## src/rtl/crc_pkg.sv

```systemverilog
`default_nettype none
// ============================================================================
// Module   : crc_pkg
// Brief    : Shared types, default polynomials and sizing helper for the CRC encoder/decoder.
// Revision : 1.0
// ============================================================================
package crc_pkg;

  typedef enum logic [1:0] {
    IDLE  = 2'd0,
    SHIFT = 2'd1,
    DONE  = 2'd2
  } crc_state_e;

  localparam logic [3:0]  c_poly_crc4  = 4'h3;
  localparam logic [7:0]  c_poly_crc8  = 8'h07;
  localparam logic [15:0] c_poly_crc16 = 16'h1021;

  // Wide enough to hold DATA_W itself, so the counter never wraps within a word.
  function automatic int cnt_width(input int data_w);
    return $clog2(data_w + 1);
  endfunction

endpackage
`default_nettype wire

```

## src/rtl/crc_lfsr_step.sv

```systemverilog
`default_nettype none
// ============================================================================
// Module   : crc_lfsr_step
// Brief    : Combinational single-bit LFSR update, shared by CRC encoder and decoder.
// Revision : 1.0
// ============================================================================
module crc_lfsr_step
  import crc_pkg::*;
#(
  parameter int                CRC_W = 4,
  parameter logic [CRC_W-1:0]  POLY  = c_poly_crc4
) (
  input  logic [CRC_W-1:0] lfsr,
  input  logic             m,
  output logic [CRC_W-1:0] lfsr_next
);

  logic w_fb;

  assign w_fb      = lfsr[CRC_W-1] ^ m;
  assign lfsr_next = {lfsr[CRC_W-2:0], 1'b0} ^ (w_fb ? POLY : '0);

endmodule
`default_nettype wire

```

## src/rtl/crc_serial_encoder.sv

```systemverilog
`default_nettype none
// ============================================================================
// Module   : crc_serial_encoder
// Brief    : Bit-serial CRC encoder, emits {data, crc} with address. Option: CRC_ENC_INIT_ONES_EN.
// Revision : 1.0
// ============================================================================
module crc_serial_encoder
  import crc_pkg::*;
#(
  parameter int               DATA_W = 8,
  parameter int               ADDR_W = 4,
  parameter int               CRC_W  = 4,
  parameter logic [CRC_W-1:0] POLY   = c_poly_crc4
) (
  input  logic                    clk,
  input  logic                    rst,
  input  logic                    flush,
  input  logic                    in_valid,
  output logic                    in_ready,
  input  logic [DATA_W-1:0]       data_in,
  input  logic [ADDR_W-1:0]       addr_in,
  output logic                    out_valid,
  input  logic                    out_ready,
  output logic [DATA_W+CRC_W-1:0] data_out,
  output logic [CRC_W-1:0]        crc_out,
  output logic [ADDR_W-1:0]       addr_out,
  output logic                    busy
);

  localparam int               CNT_W  = cnt_width(DATA_W);
  localparam logic [CNT_W-1:0] c_last = CNT_W'(DATA_W - 1);

`ifdef CRC_ENC_INIT_ONES_EN
  localparam logic [CRC_W-1:0] c_lfsr_init = '1;
`else
  localparam logic [CRC_W-1:0] c_lfsr_init = '0;
`endif

  crc_state_e        r_state;
  crc_state_e        w_state_next;
  logic              w_accept;
  logic              w_shift_en;

  logic [DATA_W-1:0] r_data;
  logic [ADDR_W-1:0] r_addr;
  logic [DATA_W-1:0] r_shift;
  logic [CRC_W-1:0]  r_lfsr;
  logic [CNT_W-1:0]  r_cnt;
  logic [CRC_W-1:0]  w_lfsr_next;

  crc_lfsr_step #(
    .CRC_W (CRC_W),
    .POLY  (POLY)
  ) u_step (
    .lfsr      (r_lfsr),
    .m         (r_shift[DATA_W-1]),
    .lfsr_next (w_lfsr_next)
  );

  always_ff @(posedge clk or posedge rst) begin
    if (rst) begin
      r_state <= IDLE;
    end else begin
      r_state <= w_state_next;
    end
  end

  // Handshake outputs decode from state alone; flush only gates the transitions.
  always_comb begin
    w_state_next = r_state;
    w_accept     = 1'b0;
    w_shift_en   = 1'b0;
    in_ready     = 1'b0;
    out_valid    = 1'b0;
    busy         = 1'b0;
    case (r_state)
      IDLE: begin
        in_ready = 1'b1;
        if (in_valid && !flush) begin
          w_accept     = 1'b1;
          w_state_next = SHIFT;
        end
      end
      SHIFT: begin
        busy = 1'b1;
        if (!flush) begin
          w_shift_en = 1'b1;
          if (r_cnt == c_last) begin
            w_state_next = DONE;
          end
        end
      end
      DONE: begin
        busy      = 1'b1;
        out_valid = 1'b1;
        if (out_ready) begin
          w_state_next = IDLE;
        end
      end
      default: w_state_next = IDLE;
    endcase
    if (flush) begin
      w_state_next = IDLE;
    end
  end

  always_ff @(posedge clk or posedge rst) begin
    if (rst) begin
      r_data  <= '0;
      r_addr  <= '0;
      r_shift <= '0;
      r_lfsr  <= '0;
      r_cnt   <= '0;
    end else if (w_accept) begin
      r_data  <= data_in;
      r_addr  <= addr_in;
      r_shift <= data_in;
      r_lfsr  <= c_lfsr_init;
      r_cnt   <= '0;
    end else if (w_shift_en) begin
      r_shift <= r_shift << 1;
      r_lfsr  <= w_lfsr_next;
      r_cnt   <= r_cnt + CNT_W'(1);
    end
  end

  assign data_out = {r_data, r_lfsr};
  assign crc_out  = r_lfsr;
  assign addr_out = r_addr;

endmodule
`default_nettype wire

```

## config.mk

```make
export PLATFORM = sky130hd
export DESIGN_NAME = crc_serial_encoder
export DESIGN_NICKNAME = d
export VERILOG_FILES = /design/src/rtl/crc_pkg.sv /design/src/rtl/crc_lfsr_step.sv /design/src/rtl/crc_serial_encoder.sv
export SDC_FILE = /design/constraint.sdc
export NUM_CORES = 1
export LEC_CHECK = 0
export BUFFER_PORTS_ARGS = -buffer_cell sky130_fd_sc_hd__buf_2
export CORE_MARGIN = 1.5
export CORE_UTILIZATION = 45
export CTS_CLUSTER_DIAMETER = 80
export DETAILED_ROUTE_END_ITERATION = 8
export PLACE_DENSITY = 0.71
export SYNTH_ARGS = -nofsm -noshare
export SYNTH_HDL_FRONTEND = slang
export SYNTH_SLANG_ARGS = --single-unit
```

## constraint.sdc

```tcl
create_clock -name clk -period 1.55 [get_ports clk]
set_input_delay 0.0775 -clock clk [delete_from_list [all_inputs] [get_ports clk]]
set_output_delay 0.0775 -clock clk [all_outputs]
set_load 0.1 [all_outputs]
```

**Word level (Yosys, flattened, before mapping)**

Cells that the tools add are included.

- Input bits: 17
- Bits in registers: 30
- Bits in latches: 0
- RAM bits: 0
- Word-level logic and storage cells: 40
- Memories: 0
- Memory bits (read-only): 0

- Reductions and logical operators: 6
- Div/mod/pow operators: 0
- $lt $le $gt $ge: 0
- Add/subtract/negate cells: 1
- $mul: 0
- Bitwise logic cells: 2
- Multiplexer cells: 19
- Equality and inequality tests: 6
- Shift-type cells: 0

Operators with widths:

| cell | count |
|---|---|
| 4-bit 2-to-1 mux | 4 |
| 8-bit 2-to-1 mux | 2 |
| 2-bit 2-to-1 mux | 5 |
| 3-bit != test (second input constant) | 3 |
| 1-bit 2-to-1 mux | 7 |
| 2-bit case mux with 3 select lines | 1 |
| 4-bit by 1-bit adder with 4-bit output (second input constant) | 1 |
| 4-bit by 3-bit equality test with 1-bit output (second input constant) | 1 |
| 4-bit bitwise XOR | 1 |
| 3-bit AND reduction | 1 |
| 2-bit by 1-bit equality test with 1-bit output (second input constant) | 1 |
| 2-bit equality test (second input constant) | 1 |
| 2-bit zero test | 1 |
| 2-bit nonzero test | 1 |
| 2-bit OR reduction | 1 |
| 1-bit logical AND | 1 |
| 1-bit zero test | 1 |
| 1-bit bitwise XOR | 1 |

**Logic depth before layout (Yosys ltp)**

Gate-level depths: netlist of run 1.

- Depth in word-level cells: 5
- Depth in mapped cells: 7
- Gate-level depth less buffers: 5

**Modules after synthesis**

A second synthesis of run 1 with hierarchy kept.

- Cell total of the unflattened synthesis: 143
- Area total of the unflattened synthesis: 1406.3 µm²

By module, submodules not included:

| module | times used | cells an instance | area each (µm²) |
|---|---|---|---|
| crc_serial_encoder | 1 | 138 | 1351.3 |
| crc_lfsr_step | 1 | 5 | 55.1 |

**Least setup slack after synthesis of run 1**

OpenSTA, ideal clock, no wires.

- Kind: flip-flop to flip-flop
- From: reg r_state[0]
- To: reg r_shift[1]
- Period minus slack after synthesis: 2087 ps
- Stages on the path, launching flop included: 7
- Setup slack: -537 ps
- Path buffers: 2
- Required time: 1423 ps
- Data arrival time: 1959 ps
- Cells stage by stage: dfrtp_1 > inv_1 > ha_1 > and3b_1 > buf_2 > buf_2 > o21ai_0

- Longest elaborated chain between the ends: 3

RTL lines:

| what | RTL line | RTL |
|---|---|---|
| start: declaration | crc_serial_encoder.sv:39 | `crc_state_e r_state;` |
| start signal: assignment | crc_serial_encoder.sv:64 | `r_state <= w_state_next;` |
| 2-bit by 1-bit equality test with 1-bit output or 2-bit zero test (tied branches) | crc_serial_encoder.sv:76 | `case (r_state)` |
| 1-bit 2-to-1 mux | crc_serial_encoder.sv:76 |  |
| 2-bit nonzero test (no source line) or 8-bit 2-to-1 mux (tied branches) | -- |  |
| end signal: assignment | crc_serial_encoder.sv:117 | `r_shift <= data_in;` |
| end signal: assignment | crc_serial_encoder.sv:121 | `r_shift <= r_shift << 1;` |
| end: declaration | crc_serial_encoder.sv:46 | `logic [DATA_W-1:0] r_shift;` |

Parallel ways exist; a longest one is shown, timed or not.
A chain may end at the register's enable or synchronous reset.

**Final worst setup path of run 1**

- From: reg r_state[1]
- To: out busy

- Longest elaborated chain between the ends: 3

RTL lines:

| what | RTL line | RTL |
|---|---|---|
| 2-bit equality test or 2-bit by 1-bit equality test with 1-bit output (tied branches) | crc_serial_encoder.sv:76 |  |
| 2-bit OR reduction (no source line) (*) | -- |  |
| 1-bit 2-to-1 mux (*) | crc_serial_encoder.sv:76 |  |
| end: declaration | crc_serial_encoder.sv:27 | `output logic busy` |

Every way passes the cells marked *; elsewhere a longest branch is shown, timed or not.

==> flow_summary_export.csv, run 1 <==
group,metric,value,unit
outcome,run_status,"complete, but fails checks",
outcome,failed_checks,"DRC",
clock_network,clock_latency,0.33,ns
route,route.met2.wl,1490,um
synthesis,post-synth-top-count-cell,"nand2_1",
synthesis,syn_inst,137,
setup_path,crit_path_cell_trace,"inv_1 -> ha_4 -> buf_4",
run,reported_max_cap_violation_count,0,
synthesis,synth_async_sr_flop_share,100,%
cells_and_area,syn2layout_area_growth,31.9,%
synthesis,syn-mean-instance-area,9.97,um^2
synthesis,yosys.area_share.adder,3.66,%
sta,final-hold-violation-count,0,
clock_network,buffer_levels_on_the_longest_clock_path,2,
sta,slew_margin_rel,67.4,%
synthesis,post_synth_mux_area_share,5.86,%
clock_network,clkSlewWorstSetupHoldPaths,0.09,ns
synthesis,synth_top_family_by_area,"simple AND/OR/NAND/NOR gates",
setup_path,crit_slowest_cell,"dfrtp_1",
grt,largest_net_degree_at_the_start_of_global_routing,31,
clock_network,cts_root_buffer,"clkbuf_4",
route,routed_wire_length_per_instance,13.2,um
sta,maxSlewViolCount,0,
sta,rsz0062_at_grt,"false",
synthesis,synth_area_leader_cell,"dfrtp_1",
grt,grt_pass1_wl,4950,um
floorplan,core,2830,um^2
synthesis,yosys-top-cells-area,"dfrtp_1, nand2_1, mux2i_1",
pwr,power.switching,2.20,mW
grt,grt_antenna_before_repair,0,
synthesis,synth_compound_gate_area_share,7.14,%
setup_path,cpPeakStageDelay,0.39,ns
synthesis,synth.top_cells.by_count,"nand2_1, dfrtp_1, mux2i_1, o21ai_0, nand2b_1",
grt,grt_overflow,0,
pwr,powerDensity,2150,nW/um^2
placed_design,gpl.final_weighted_congestion,0.733,
setup_path,timing.critical_path.from_type,"flop",
route,detail_route.vias_per_cell,4.96,
route,detailroute.wirelength.met3,145,um
synthesis,yosysUniqueCellTypes,24,
cells_and_area,postLayoutCoreUtil,63.7,%
pwr,sw_frac_of_total,56.9,%
route,wl_met1,1310,um
setup_path,critPathKind,"flop to output port",
grt,track_usage,20.2,%
grt,first_global_vias,1105,
clock_network,clock_tree_from_tritoncts,"built",
setup_path,critPathBufInv,2,
sta,fmaxAchievable,0.693,GHz
cells_and_area,antenna_cells,0,
sta,part_of_the_cycle_the_worst_path_needs,93.1,%
pwr,worst_ir_drop_vdd,1710,uV
route,maxUsedRoutingLayer,"met4",
route,initialDrtViolationCount,34,
placed_design,preCtsSetupSlack,0.108,ns
placed_design,dp_hpwl,2010,um
pwr,power.leakage,0.979,nW
setup_path,cp.required,1.47,ns
route,first_pass_iters,8,
sta,timing.final.ws_setup,0.107,ns
placed_design,placement.io_buffers,39,
cells_and_area,filler_cell_count,230,
setup_path,crit_path_end_kind,"output port",
setup_path,worstPathArrival,1.37,ns
pwr,power_frac_comb,57.0,%
route,drc_errors,3,
clock_network,clock_sinks,30,
synthesis,synth-edff-count,0,
floorplan,design.portCount,40,
hold_path,min_path_type,"primary input to flop",
synthesis,yosys.area_share.xor_xnor,2.56,%
sta,endpoints_failing_setup,0,
setup_path,timing.critical_path.max_delay_family,"flip-flops",
synthesis,seq_area_frac_synth,54.9,%
sta,tightestPinTransition,0.492,ns
floorplan,floorplan.initialDensity,48.3,%
synthesis,synth_top_cell_area_share,54.9,%
synthesis,synth_ff_type,"dfrtp_1",
cells_and_area,post_route_cells_drive_above_1_share,29.7,%
route,remaining_antenna_violation_count_after_routing,0,
synthesis,yosys_warnings,0,
floorplan,rows,19,
cells_and_area,number_of_nets_in_the_final_layout,215,
clock_network,numCtsBuffers,5,
floorplan,die_h,58.1,um
setup_path,worst-path-max-fanout,3,
sta,post_layout_min_period,1.44,ns
synthesis,postSynthRegisterBits,30,
synthesis,netlist_area,1370,um^2
synthesis,synth_simple_gate_area_share,19.4,%
floorplan,design.die.area,3380,um^2
synthesis,syn_nets,158,
route,via_count,1122,
floorplan,die_w,58.1,um
pwr,clock_power_share,11.3,%
route,wirelength,2990,um
clock_network,cts_max_level,2,
pwr,power_frac_seq,31.6,%
sta,fin_worst_skew,0.00670,ns
pwr,power.internal,1.67,mW
[routing by layer]
layer | track usage [%] | up-vias
met1 | 23.8 | 526
li1 | - | 556
met2 | 34.4 | 34
met5 | 0 | -
met3 | 6.70 | 6
met4 | 6.98 | 0
[logic make-up (layout without fill, tap and decap cells)]
group / after synthesis / in the layout
XOR/XNOR: 4 / 4
adder cells (fa/ha/maj): 4 / 4
flip-flops: 30 / 30
AO/OA/AOI/OAI: 17 / 17
buffers and inverters: 14 / 72
AND/OR/NAND/NOR: 60 / 60
multiplexers: 8 / 8
[power by group through the flow]
stage               sequential, mW  clock [mW]  combinational [mW]
floorplan                     2.19           0               0.930
global placement              1.22           0                2.13
detailed placement            1.24           0                2.16
CTS                           1.22       0.459                2.20
global route                  1.26       0.493                2.31
finish                        1.22       0.438                2.21
[worst register-to-register path, cell delays in order, from the launching register on]
cell and delay [ns]:
dfrtp_1 0.39, inv_1 0.10, ha_4 0.19, and3b_1 0.19
buf_4 0.18, o31ai_2 0.28
[final timing paths]
| kind | from | end | slack (ns) | cells past startpoint |
|---|---|---|---|---|
| max in group asynchronous | rst | crc_out[3] | 0.90 | 4 |
| setup / recovery | r_state[1] | busy | 0.11 | 3 |
| hold / removal | out_ready | r_state[1] | 0.09 | 3 |
| hold reg to reg | addr_out[3] | addr_out[3] | 0.47 | 2 |
| setup reg to reg | r_state[1] | crc_out[1] | 0.12 | 5 |
| min in group asynchronous | rst | r_shift[4] | 0.36 | 4 |
[area by class of cell]
cell class              instances  area (um^2)  share of cell area [%]
well taps                      31         38.8                    2.15
clock buffers                   6         41.3                    2.29
clock inverters                 2         10.0                   0.556
multi-input cells              93          549                    30.5
repair buffers                 60          395                    21.9
flip-flops and latches         30          752                    41.7
inverters                       4         15.0                   0.833
[flip-flops by register name (all words and copies together), names as in the netlist]
register	cells
r_data	8
r_shift	8
addr_out	4
crc_out	4
r_cnt	4
r_state	2
[placed cells by master, fill, tap and decap left out]
cell | netlist | routed
a211oi_1 | 1 | 1
a21oi_1 | 4 | 4
a311oi_1 | 1 | 1
a31oi_1 | 1 | 1
and2b_2 | 0 | 1
and3b_1 | 2 | 2
buf_2 | 4 | 36
buf_4 | 4 | 10
clkbuf_1 | 0 | 1
clkbuf_4 | 0 | 5
clkinv_2 | 0 | 2
dfrtp_1 | 30 | 29
dfrtp_2 | 0 | 1
dlygate4sd3_1 | 0 | 14
ha_1 | 4 | 2
ha_2 | 0 | 1
ha_4 | 0 | 1
inv_1 | 4 | 4
mux2i_1 | 8 | 8
nand2_1 | 43 | 43
nand2b_1 | 5 | 5
nand3_1 | 3 | 3
nand3b_1 | 2 | 2
nor2_1 | 3 | 3
o211ai_1 | 1 | 1
o21ai_0 | 8 | 8
o31ai_2 | 0 | 1
or3_1 | 1 | 1
xnor2_1 | 2 | 2
xor2_1 | 2 | 2
[timing repair]
action | in CTS | in global routing
pin swaps | 0 | 0
resized for setup | 3 | 2
setup endpoints to repair | 3 | 2
setup buffers | 0 | 0
hold endpoints to repair | 51 | 0
hold buffers | 14 | 0
[per-stage QoR]
step                      total power [mW]  hold WS (ns)  TNS (ns)  cells  instance area [um^2]
after floorplan                       3.12         0.144  -0.00211    137                  1390
after global placement                3.34         0.164         0    204                  1600
after detailed placement              3.40         0.180         0    204                  1600
after CTS                             3.89        0.0794         0    226                  1800
after global routing                  4.06         0.134         0    226                  1800
final                                 3.87        0.0937         0    226                  1800
Power figures use the tool's default switching activity.
==> run 2: changes to the inputs <==
==> constraint.sdc (replaced) <==
create_clock -name clk -period 1.55 [get_ports clk]
set_input_delay 0.0775 -clock clk [delete_from_list [all_inputs] [get_ports clk]]
set_output_delay 0.0775 -clock clk [all_outputs]
set_load 0.01 [all_outputs]
==> flow_summary_export.csv, run 2 (synthesis results as in run 1) <==
group,metric,value,unit
clock_network,clock_sinks,30,
route,first_pass_iters,8,
setup_path,crit_path_end_kind,"flop",
grt,grt_overflow,0,
setup_path,crit_path_end,"crc_out[1]",
setup_path,timing.critical_path.from_type,"flop",
clock_network,clkSlewWorstSetupHoldPaths,0.10,ns
floorplan,die_w,58.1,um
sta,final-hold-violation-count,0,
setup_path,regToRegSetupSlack,0.11,ns
clock_network,numCtsBuffers,5,
cells_and_area,antenna_cells,0,
setup_path,worst-path-stages,5,
route,routed_wire_length_per_instance,12.5,um
clock_network,post_cts_repair_resize_count,0,
setup_path,critPathKind,"flop to flop",
sta,fmaxAchievable,0.696,GHz
cells_and_area,final_common_cell,"nand2_1",
clock_network,cts_root_buffer,"clkbuf_4",
route,drc_errors,3,
cells_and_area,number_of_nets_in_the_final_layout,215,
route,wirelength,2810,um
clock_network,cts_max_level,2,
route,via_count,1112,
floorplan,design.die.area,3380,um^2
floorplan,design.portCount,40,
sta,tightestPinTransition,0.365,ns
run,reported_max_cap_violation_count,0,
clock_network,buffer_levels_on_the_longest_clock_path,2,
placed_design,placement.io_buffers,39,
route,remaining_antenna_violation_count_after_routing,0,
setup_path,worstPathArrival,1.66,ns
setup_path,critical_path.startpoint,"r_state[0]",
sta,fin_worst_skew,0.00690,ns
grt,first_global_vias,1138,
floorplan,rows,19,
placed_design,gpl.final_weighted_congestion,0.801,
setup_path,cpPeakStageDelay,0.38,ns
floorplan,die_h,58.1,um
route,detail_route.vias_per_cell,4.92,
sta,rsz0062_at_grt,"false",
cells_and_area,final_cell_mix,"nand2_1, buf_2, dfrtp_1",
placed_design,preCtsSetupSlack,0.121,ns
setup_path,r2r.worst_path.cells,5,
sta,part_of_the_cycle_the_worst_path_needs,92.7,%
sta,post_layout_min_period,1.44,ns
grt,track_usage,20.0,%
setup_path,crit_path_cell_trace,"inv_1 -> ha_1 -> and3b_1 -> buf_4 -> o31ai_1",
pwr,power.leakage,0.981,nW
sta,endpoints_failing_setup,0,
clock_network,clock_latency,0.32,ns
sta,totalNegativeSetupSlack,0,ns
setup_path,rr_startpoint,"r_state[0]",
setup_path,worstReg2RegEnd,"crc_out[1]",
outcome,run_status,"complete, but fails checks",
floorplan,floorplan.initialDensity,48.3,%
outcome,failed_checks,"DRC",
pwr,worst_ir_drop_vdd,832,uV
grt,grt_pass1_wl,4920,um
cells_and_area,syn2layout_area_growth,30.6,%
pwr,powerDensity,1450,nW/um^2
grt,grt_antenna_before_repair,0,
cells_and_area,post_route_cells_drive_above_1_share,27.7,%
grt,largest_net_degree_at_the_start_of_global_routing,31,
setup_path,worst-path-max-fanout,14,
setup_path,critPathBufInv,2,
hold_path,min_path_type,"primary input to flop",
sta,timing.final.ws_setup,0.114,ns
setup_path,cp.required,1.78,ns
setup_path,timing.critical_path.max_delay_family,"flip-flops",
route,initialDrtViolationCount,24,
floorplan,core,2830,um^2
setup_path,crit_slowest_cell,"dfrtp_1",
clock_network,clock_tree_from_tritoncts,"built",
sta,slew_margin_rel,75.7,%
sta,maxSlewViolCount,0,
placed_design,dp_hpwl,1910,um
cells_and_area,largest_registers,"r_data (8), r_shift (8)",
## run 2: tightest hold or removal path, delay by kind of cell
family	cells	cell delay (ns)
AOI/OAI and AO/OA	1	0.11
buffers and inverters	1	0.07
and+or+nand+nor	1	0.13
## run 2: how the worst min path moves through the flow
stage | startpoint | endpoint | slack (ns) | depth (start not counted)
finish | out_ready | r_state[1] | 0.10 | 3
CTS | out_ready | r_state[1] | 0.09 | 3
detailed placement | rst | addr_out[1] | 0.17 | 3
floorplan | flush | r_state[1] | 0.14 | 1
global placement | rst | addr_out[0] | 0.16 | 3
global route | out_ready | r_state[1] | 0.09 | 3
## run 2: where the power goes
| group | internal, mW | switching, mW |
|---|---|---|
| clock network | 0.218 | 0.276 |
| logic | 0.408 | 0.470 |
| registers | 1.05 | 0.167 |
| total | 1.67 | 0.913 |
## run 2: stage by stage
| stage | util [%] | area [um^2] | instances | power, mW | hold WS, ns |
|---|---|---|---|---|---|
| 6_report | 63.1 | 1780 | 226 | 2.59 | 0.104 |
| 5_1_grt | 63.1 | 1780 | 226 | 2.81 | 0.0916 |
| 4_1_cts | 62.8 | 1780 | 225 | 2.62 | 0.0866 |
| 3_5_place_dp | 55.6 | 1570 | 203 | 2.09 | 0.166 |
| 3_3_place_gp | 55.6 | 1570 | 203 | 2.05 | 0.164 |
| 2_1_floorplan | - | 1370 | 137 | 1.82 | 0.144 |
## run 2: layout make-up
class                           instances  area [um^2]
Sequential cell                        30          751
Fill cell                             240         1040
Multi-Input combinational cell         93          528
Tap cell                               31         38.8
Inverter                                4         15.0
Clock inverter                          2         12.5
Clock buffer                            6         51.3
Timing Repair Buffer                   60          388
## run 2: timing repair
action                     4_1_cts  5_1_grt
hold buffers                    14        0
setup endpoints to repair        0        4
buffers inserted                 0        1
hold endpoints to repair        51        0
## run 2: per-layer routing
metal / track usage, % / wire (um)
met1: 23.4 / 1280
met2: 32.8 / 1370
met3: 7.14 / 137
met4: 8.97 / 23
met5: 0 / 0
